**src/rtl/adsr_envelope.sv**
```systemverilog
// Linear ADSR envelope generator driven by a sample-rate tick strobe.
// Define ADSR_EXP_RELEASE_EN for an approximately exponential release tail.
module adsr_envelope #(
  parameter int W         = 12,
  parameter int EXP_SHIFT = 4
) (
  input  logic         clk,
  input  logic         reset_n,
  input  logic         tick,
  input  logic         gate,
  input  logic [W-1:0] attack_rate,
  input  logic [W-1:0] decay_rate,
  input  logic [W-1:0] sustain_level,
  input  logic [W-1:0] release_rate,
  output logic [W-1:0] env,
  output logic [2:0]   stage,
  output logic         active,
  output logic         env_tick
);

  typedef enum logic [2:0] {
    IDLE    = 3'd0,
    ATTACK  = 3'd1,
    DECAY   = 3'd2,
    SUSTAIN = 3'd3,
    RELEASE = 3'd4
  } stage_t;

`ifdef ADSR_EXP_RELEASE_EN
  localparam bit EXP_REL = 1'b1;
`else
  localparam bit EXP_REL = 1'b0;
`endif

  localparam logic [W:0] MAX_EXT = {1'b0, {W{1'b1}}};

  stage_t       state, state_nxt;
  logic [W-1:0] env_q, env_nxt;
  logic         env_tick_q, env_tick_nxt;
  logic         gate_d;
  logic         armed;
  logic         rise, fall;

  logic [W:0]   att_sum;
  logic [W:0]   dec_step;
  logic [W:0]   dec_floor;
  logic [W:0]   rel_step;

  // A zero rate still moves by one LSB, so the envelope never stalls.
  function automatic logic [W:0] step_of(input logic [W-1:0] rate);
    return {1'b0, rate} + {{W{1'b0}}, 1'b1};
  endfunction

  function automatic logic [W-1:0] sat_max(input logic [W:0] sum);
    return (sum >= MAX_EXT) ? MAX_EXT[W-1:0] : sum[W-1:0];
  endfunction

  function automatic logic [W-1:0] sat_sub(input logic [W-1:0] level,
                                           input logic [W:0]   step);
    logic [W:0] diff;
    diff = {1'b0, level} - step;
    return ({1'b0, level} <= step) ? '0 : diff[W-1:0];
  endfunction

  assign att_sum   = {1'b0, env_q} + step_of(attack_rate);
  assign dec_step  = step_of(decay_rate);
  assign dec_floor = {1'b0, sustain_level} + dec_step;
  assign rel_step  = EXP_REL ? (({1'b0, env_q} >> EXP_SHIFT) + step_of(release_rate))
                             : step_of(release_rate);

  // A gate already high when reset lifts must be seen low before it can retrigger.
  assign rise = gate & ~gate_d & armed;
  assign fall = ~gate & gate_d;

  always_comb begin
    state_nxt    = state;
    env_nxt      = env_q;
    env_tick_nxt = 1'b0;
    unique case (state)
      IDLE: begin
        if (rise) begin
          state_nxt = ATTACK;
        end else if (tick) begin
          env_nxt      = '0;
          env_tick_nxt = 1'b1;
        end
      end
      ATTACK: begin
        if (fall) begin
          state_nxt = RELEASE;
        end else if (tick) begin
          env_nxt      = sat_max(att_sum);
          env_tick_nxt = 1'b1;
          if (att_sum >= MAX_EXT) state_nxt = DECAY;
        end
      end
      DECAY: begin
        if (fall) begin
          state_nxt = RELEASE;
        end else if (tick) begin
          env_tick_nxt = 1'b1;
          if ({1'b0, env_q} <= dec_floor) begin
            env_nxt   = sustain_level;
            state_nxt = SUSTAIN;
          end else begin
            env_nxt = sat_sub(env_q, dec_step);
          end
        end
      end
      SUSTAIN: begin
        if (fall) begin
          state_nxt = RELEASE;
        end else if (tick) begin
          env_nxt      = sustain_level;
          env_tick_nxt = 1'b1;
        end
      end
      RELEASE: begin
        if (rise) begin
          state_nxt = ATTACK;
        end else if (tick) begin
          env_nxt      = sat_sub(env_q, rel_step);
          env_tick_nxt = 1'b1;
          if ({1'b0, env_q} <= rel_step) state_nxt = IDLE;
        end
      end
      default: begin
        state_nxt = IDLE;
        env_nxt   = '0;
      end
    endcase
  end

  always_ff @(posedge clk or negedge reset_n) begin
    if (!reset_n) begin
      state      <= IDLE;
      env_q      <= '0;
      env_tick_q <= 1'b0;
      gate_d     <= 1'b0;
      armed      <= 1'b0;
    end else begin
      state      <= state_nxt;
      env_q      <= env_nxt;
      env_tick_q <= env_tick_nxt;
      gate_d     <= gate;
      armed      <= armed | ~gate;
    end
  end

  assign env      = env_q;
  assign stage    = state;
  assign active   = (state != IDLE);
  assign env_tick = env_tick_q;

endmodule

```
**config.mk**
```make
export PLATFORM = sky130hd
export DESIGN_NAME = adsr_envelope
export DESIGN_NICKNAME = d
export VERILOG_FILES = /design/src/rtl/adsr_envelope.sv
export SDC_FILE = /design/constraint.sdc
export NUM_CORES = 1
export LEC_CHECK = 0
export CAP_MARGIN = 0
export CORE_AREA = 4 4 121 123
export CTS_BUF_LIST = sky130_fd_sc_hd__clkbuf_8
export CTS_CLUSTER_SIZE = 16
export DETAILED_ROUTE_END_ITERATION = 6
export DIE_AREA = 0 0 125 127
export SYNTH_ARGS = -nofsm -noshare
export SYNTH_HDL_FRONTEND = slang
export SYNTH_SLANG_ARGS = --single-unit
```
**constraint.sdc**
```tcl
create_clock -name clk -period 2.9 [get_ports clk]
set_input_delay 0.435 -clock clk [delete_from_list [all_inputs] [get_ports clk]]
set_output_delay 0.435 -clock clk [all_outputs]
set_load 0.02 [all_outputs]
```
==> flow_summary.toml, run 1 <==
[setup_path]
worst_ep_required_time_ns = 3.09
crit_buf_inv = 2
r2r_slack_ns = -0.44
endpoint_kind = "flip-flop"
path_class = "in2reg"
cp_common_cell = "a21oi_2"
rr_worst_depth = 14
cp_max_fo = 5
startpoint_type = "input pin"
critPathSlowestCell = "or4_4"
crit_arrival_ns = 4.26
rr_endpoint = "env[0]"
cp_top_family = "compound AO/OA/AOI/OAI gates"
cp_cell_sequence = "buf_8, ha_4, buf_4, nand3_4, nor2_2, xor2_1, ha_1, or2_2, a21oi_2, a31oi_4, xnor2_2, ha_2, or4_4, a21oi_2, o211ai_1, o21ai_2, a221oi_2, o211ai_4, a2bb2o_4, a221oi_4, mux2i_1"
slowest_delay_ns = 0.51
r2r_start = "env[0]"

[hold_path]
hold_start = "armed"
hold-path-endpoint = "armed"
hold_depth = 1
min_path_type = "reg2reg"

[floorplanning]
die_area_sq_mm = 0.0159
fp.dieH_microns = 127
core_sq_mm = 0.0137
io-pin-count = 69
start_util_pct = 29.2
die-width_microns = 125
rows = 43

[power_and_ir_drop]
ir_worst_vdd_v = 0.000361
power_leakage_nw = 3.35
power_mw = 4.98
powerDensity_mw_per_mm2 = 705

[yosys]
ys.warnings.count = 0
yosys_most_used_dff = "dfrtp_1"
ys_seq_area_share_pct = 11.3
synth_area_leaders = "ha_1 (20%), dfrtp_1 (11%), xnor2_1 (6.1%)"
synth_top_area_share_pct = 20.1
synth_area_sq_mm = 0.00399
syn_area_per_cell_sq_um = 7.68
netlist_instances = 519
synth-edff-count = 0
yosysTopAreaCell = "ha_1"
ys_async_sr_fraction_pct = 100
netlist-cell-type-count = 60
synth-seq-cells = 18
synth_nets = 639

[detailed_routing]
drtAntennaViolNets = 0
drt-pass1-iter-count = 5
drt_iter0_drc = 363
routed_wl_microns = 15700
routed_via_density = 5.22
vias = 5130
wl_per_cell_microns = 16.0
drc = 0

[grt]
antenna_found_initial = 0
grt_pass1_vias = 5121
grt.total_usage_pct = 18.9
grt_overflow_total = 0
grt_first_pass_wirelength_microns = 24900
grt_max_degree = 19

[timing]
fmax_mhz = 245
finClkSkew_ns = 0.00134
hold_violations = 0
slew_headroom_pct = 36.1
tightest_slew_ns = 0.956
rsz0062_at_grt = "true"
finalSetupViolCount = 15
drv_slew = 0
fin_crit_sh_pct = 140
tns_ns = -16.39
min_period_ns = 4.07
fin_ws_ns = -1.17

[place]
place_ws_ns = -1.89
dp_hpwl_microns = 12900
port_buffers = 68
gp_congestion = 0.905

[finish]
fillerInstances = 1286
fin_nets = 924
fin_util_pct = 51.7
drive_gt1_share_pct = 38.1
diodes = 0
areaGrowthSynthToFinish_pct = 77.2

[clock_tree]
clockBufferDepth = 2
cts_tree = "done"
clock_latency_ns = 0.26
htreeDepth = 1
cts_buffers = 3
root_buffer = "clkbuf_8"
hold_buffers = 0
clock-sinks = 18
clk_pin_slew_ns = 0.08

[status]
violations = "setup timing"
status = "finished with violations"

[job]
drv_cap = 0
worst max path at each step:
stage                  start  endpoint  depth (start not counted)
2_1_floorplan  decay_rate[0]  stage[0]                         21
3_5_place_dp   decay_rate[0]  stage[0]                         21
3_3_place_gp   decay_rate[0]    env[1]                         20
6_report       decay_rate[0]  stage[0]                         21
5_1_grt        decay_rate[0]  stage[0]                         20
4_1_cts        decay_rate[0]  stage[0]                         22
per-stage QoR:
step	std cells	area, sq um	hold WS [ns]
2_1_floorplan	519	4050	0.139
3_3_place_gp	951	6360	0.456
3_5_place_dp	951	6360	0.470
4_1_cts	974	6810	0.492
5_1_grt	983	7060	0.526
6_report	983	7060	0.487
report_power, final:
part / internal [mW] / total (mW) / leakage (nW) / switching, mW
logic: 2.21 / 4.29 / 3.09 / 2.08
registers: 0.336 / 0.472 / 0.234 / 0.136
clock network: 0.121 / 0.220 / 0.0288 / 0.0990
total: 2.66 / 4.98 / 3.35 / 2.32
logic make-up (layout without fill, tap and decap cells):
logic type,Yosys count,after routing,synth area share [%]
AND/OR/NAND/NOR,168,168,21.2
AO/OA/AOI/OAI,162,162,28.1
adder cells (fa/ha/maj),69,69,22.3
XOR/XNOR,54,54,11.9
buffers and inverters,44,328,4.20
flip-flops,18,18,11.3
multiplexers,4,4,1.00
area by class of cell:
type,instances,area [sq um],area share (%)
repair buffers,288,2360,33.4
flip-flops and latches,18,450,6.38
multi-input cells,457,3840,54.3
clock buffers,4,55.1,0.779
inverters,36,140,1.98
well taps,180,225,3.19
sequential cells by signal (all words and copies together) (netlist names):
| signal | flops |
|---|---|
| gate_d | 1 |
| armed | 1 |
| stage | 3 |
| env_tick | 1 |
| env | 12 |
layer usage:
layer | global-route usage, % | routed length, microns | share of wire [%] | up-vias
met1 | 23.9 | 6820 | 43 | 2460
li1 | - | - | - | 2512
met3 | 3.01 | 768 | 4.9 | 25
met5 | 0 | 0 | 0 | -
met4 | 2.36 | 235 | 1.5 | 0
met2 | 34.7 | 7890 | 50 | 133
Yosys cell counts (all sizes together) (4+ instances only):
cell / number
ha: 64
a21oi: 46
nand2: 44
inv: 36
o21ai: 31
nor2: 30
xnor2: 28
xor2: 26
dfrtp: 18
nand3: 18
nor3: 18
a21o: 14
nand2b: 10
nand4: 9
a31oi: 8
and3: 8
nor2b: 7
o221ai: 7
a32oi: 6
and2: 6
clkbuf: 6
o21a: 6
a222oi: 5
o211ai: 5
a221oi: 4
fa: 4
mux2i: 4
o21bai: 4
timing repair:
action / 4_1_cts / 5_1_grt
pin swaps: 51 / 48
endpoints found under the hold margin: 0 / 0
setup buffers: 20 / 9
resized for setup: 74 / 44
endpoints found under the setup margin: 15 / 15
layout by cell type (no fill, tap or decap), drive strengths merged, types with 4 or more instances in the layout:
| cell | n |
|---|---|
| o21bai | 4 |
| and3 | 8 |
| nand2 | 44 |
| mux2i | 4 |
| clkdlybuf4s50 | 56 |
| buf | 223 |
| nor2b | 7 |
| a21oi | 46 |
| nand3 | 18 |
| o221ai | 7 |
| a31oi | 8 |
| a221oi | 4 |
| nor3 | 18 |
| dfrtp | 18 |
| o21a | 6 |
| nand2b | 10 |
| a32oi | 6 |
| and2 | 6 |
| xnor2 | 28 |
| a21o | 14 |
| ha | 64 |
| o21ai | 31 |
| inv | 36 |
| nand4 | 9 |
| fa | 4 |
| clkbuf | 7 |
| nor2 | 30 |
| xor2 | 26 |
| a222oi | 5 |
| o211ai | 5 |
Power figures use the tool's default switching activity.
==> inputs of run 2 (changes only) <==
--- a/config.mk
+++ b/config.mk
@@ -6,11 +6,11 @@
 export NUM_CORES = 1
 export LEC_CHECK = 0
 export CAP_MARGIN = 0
-export CORE_AREA = 4 4 121 123
+export CORE_AREA = 4 4 127 117
 export CTS_BUF_LIST = sky130_fd_sc_hd__clkbuf_8
 export CTS_CLUSTER_SIZE = 16
 export DETAILED_ROUTE_END_ITERATION = 6
-export DIE_AREA = 0 0 125 127
+export DIE_AREA = 0 0 131 121
 export SYNTH_ARGS = -nofsm -noshare
 export SYNTH_HDL_FRONTEND = slang
 export SYNTH_SLANG_ARGS = --single-unit
==> flow_summary.toml, run 2 (synthesized netlist as in run 1, its figures left out) <==
[floorplanning]
rows = 41
start_util_pct = 29.1
core_sq_mm = 0.0137
die_area_sq_mm = 0.0159
fp.dieH_microns = 121
io-pin-count = 69
die-width_microns = 131

[grt]
grt_max_degree = 19
grt.total_usage_pct = 19.8
grt_pass1_vias = 5241
antenna_found_initial = 0
grt_overflow_total = 0
grt_first_pass_wirelength_microns = 25100

[hold_path]
min_path_type = "reg2reg"
hold_start = "armed"

[timing]
fmax_mhz = 238
fin_ws_ns = -1.30
finClkSkew_ns = 0.00584
tightest_slew_ns = 0.954
fin_crit_sh_pct = 145
rsz0062_at_grt = "true"
finalSetupViolCount = 15
drv_slew = 0
slew_headroom_pct = 36.2
min_period_ns = 4.20
fin_hold_ws_ns = 0.479
hold_violations = 0

[finish]
final_common_cell = "buf_4"
fin_area_sq_mm = 0.00724
drive_gt1_share_pct = 39.9
fillerInstances = 1172
multi_input_area_sq_mm = 0.00396
largest_reg_flops = 12
final_cell_mix = "buf_4 (212), clkdlybuf4s50_1 (55), ha_1 (52)"
diodes = 0
fin_nets = 928
fin_util_pct = 52.8
areaGrowthSynthToFinish_pct = 81.5
regArea_sq_um = 450

[place]
dp_hpwl_microns = 12800
gp_congestion = 0.968
placed_area_sq_mm = 0.00629
port_buffers = 68

[power_and_ir_drop]
power_leakage_nw = 3.45
power_mw = 5.09
ir_worst_vdd_v = 0.000396
powerDensity_mw_per_mm2 = 703

[status]
status = "finished with violations"
violations = "setup timing"

[job]
drv_cap = 0

[clock_tree]
clockBufferDepth = 2
cts_buffers = 3
hold_buffers = 0
clock-sinks = 18
htreeDepth = 1
clk_pin_slew_ns = 0.08
root_buffer = "clkbuf_8"
cts_tree = "done"
clock_latency_ns = 0.28

[setup_path]
endpoint_kind = "flip-flop"
cp_top_family = "compound AO/OA/AOI/OAI gates"
cp_common_cell = "buf_6"
cp_cell_sequence = "buf_8, ha_4, buf_6, nand3_4, xnor2_4, ha_4, a21oi_2, o21ai_2, a21o_1, a21oi_4, o21ai_2, xnor2_2, ha_2, o21ai_0, nor2_1, o22a_1, o21ai_1, a221oi_2, o211ai_4, buf_6, nor3_4, buf_6, nand4b_1, o211ai_1"
critPathSlowestCell = "ha_2"
path_class = "in2reg"
cp_max_fo = 5
r2r_start = "env[0]"
slowest_delay_ns = 0.33
crit_arrival_ns = 4.36
worst_ep_required_time_ns = 3.07
startpoint_type = "input pin"
crit_buf_inv = 4
startpoint = "decay_rate[0]"

[detailed_routing]
vias = 5259
drt_iter0_drc = 340
drt-pass1-iter-count = 5
routed_wl_microns = 17100
wl_per_cell_microns = 17.4
routed_via_density = 5.37
drc = 0
drtAntennaViolNets = 0
==> run 2: final timing paths <==
| path | endpoint | slack [ns] | cells past startpoint |
|---|---|---|---|
| max | env[3] | -1.30 | 24 |
| min | armed | 0.48 | 1 |
| max reg2reg | stage[0] | -0.40 | 13 |
| min reg2reg | armed | 0.48 | 1 |
| max in group asynchronous | env[6] | 1.63 | 1 |
| min in group asynchronous | gate_d | 0.68 | 1 |
==> run 2: layer usage <==
layer  track usage, %  routed length (microns)  vias up
met3             4.05                      940       52
li1                 -                        -     2522
met1             25.5                     7270     2496
met5                0                        0        -
met2             33.0                     8290      189
met4             5.78                      565        0
==> run 2: area by class of cell <==
class                           instances  area share [%]
Inverter                               36            1.87
Clock buffer                            4           0.761
Tap cell                              172            2.97
Timing Repair Buffer                  292            33.4
Sequential cell                        18            6.22
Multi-Input combinational cell        457            54.7
==> run 2: through the flow <==
stage / setup slack (ns) / setup TNS, ns / cells
floorplan: -1.07 / -14.17 / 519
global placement: -1.74 / -25.00 / 934
detailed placement: -1.92 / -26.87 / 934
CTS: -1.20 / -16.89 / 967
global route: -1.50 / -20.98 / 979
finish: -1.30 / -18.09 / 979
==> run 2: where the power goes <==
| part | total, mW | internal [mW] | switching, mW |
|---|---|---|---|
| Combinational | 4.38 | 2.21 | 2.17 |
| Clock | 0.228 | 0.122 | 0.107 |
| Sequential | 0.482 | 0.336 | 0.146 |
==> run 2: what timing repair did <==
item	CTS	global route
gates resized for setup	81	65
pin swaps	58	58
buffers inserted	29	14
endpoints found under the setup margin	15	15
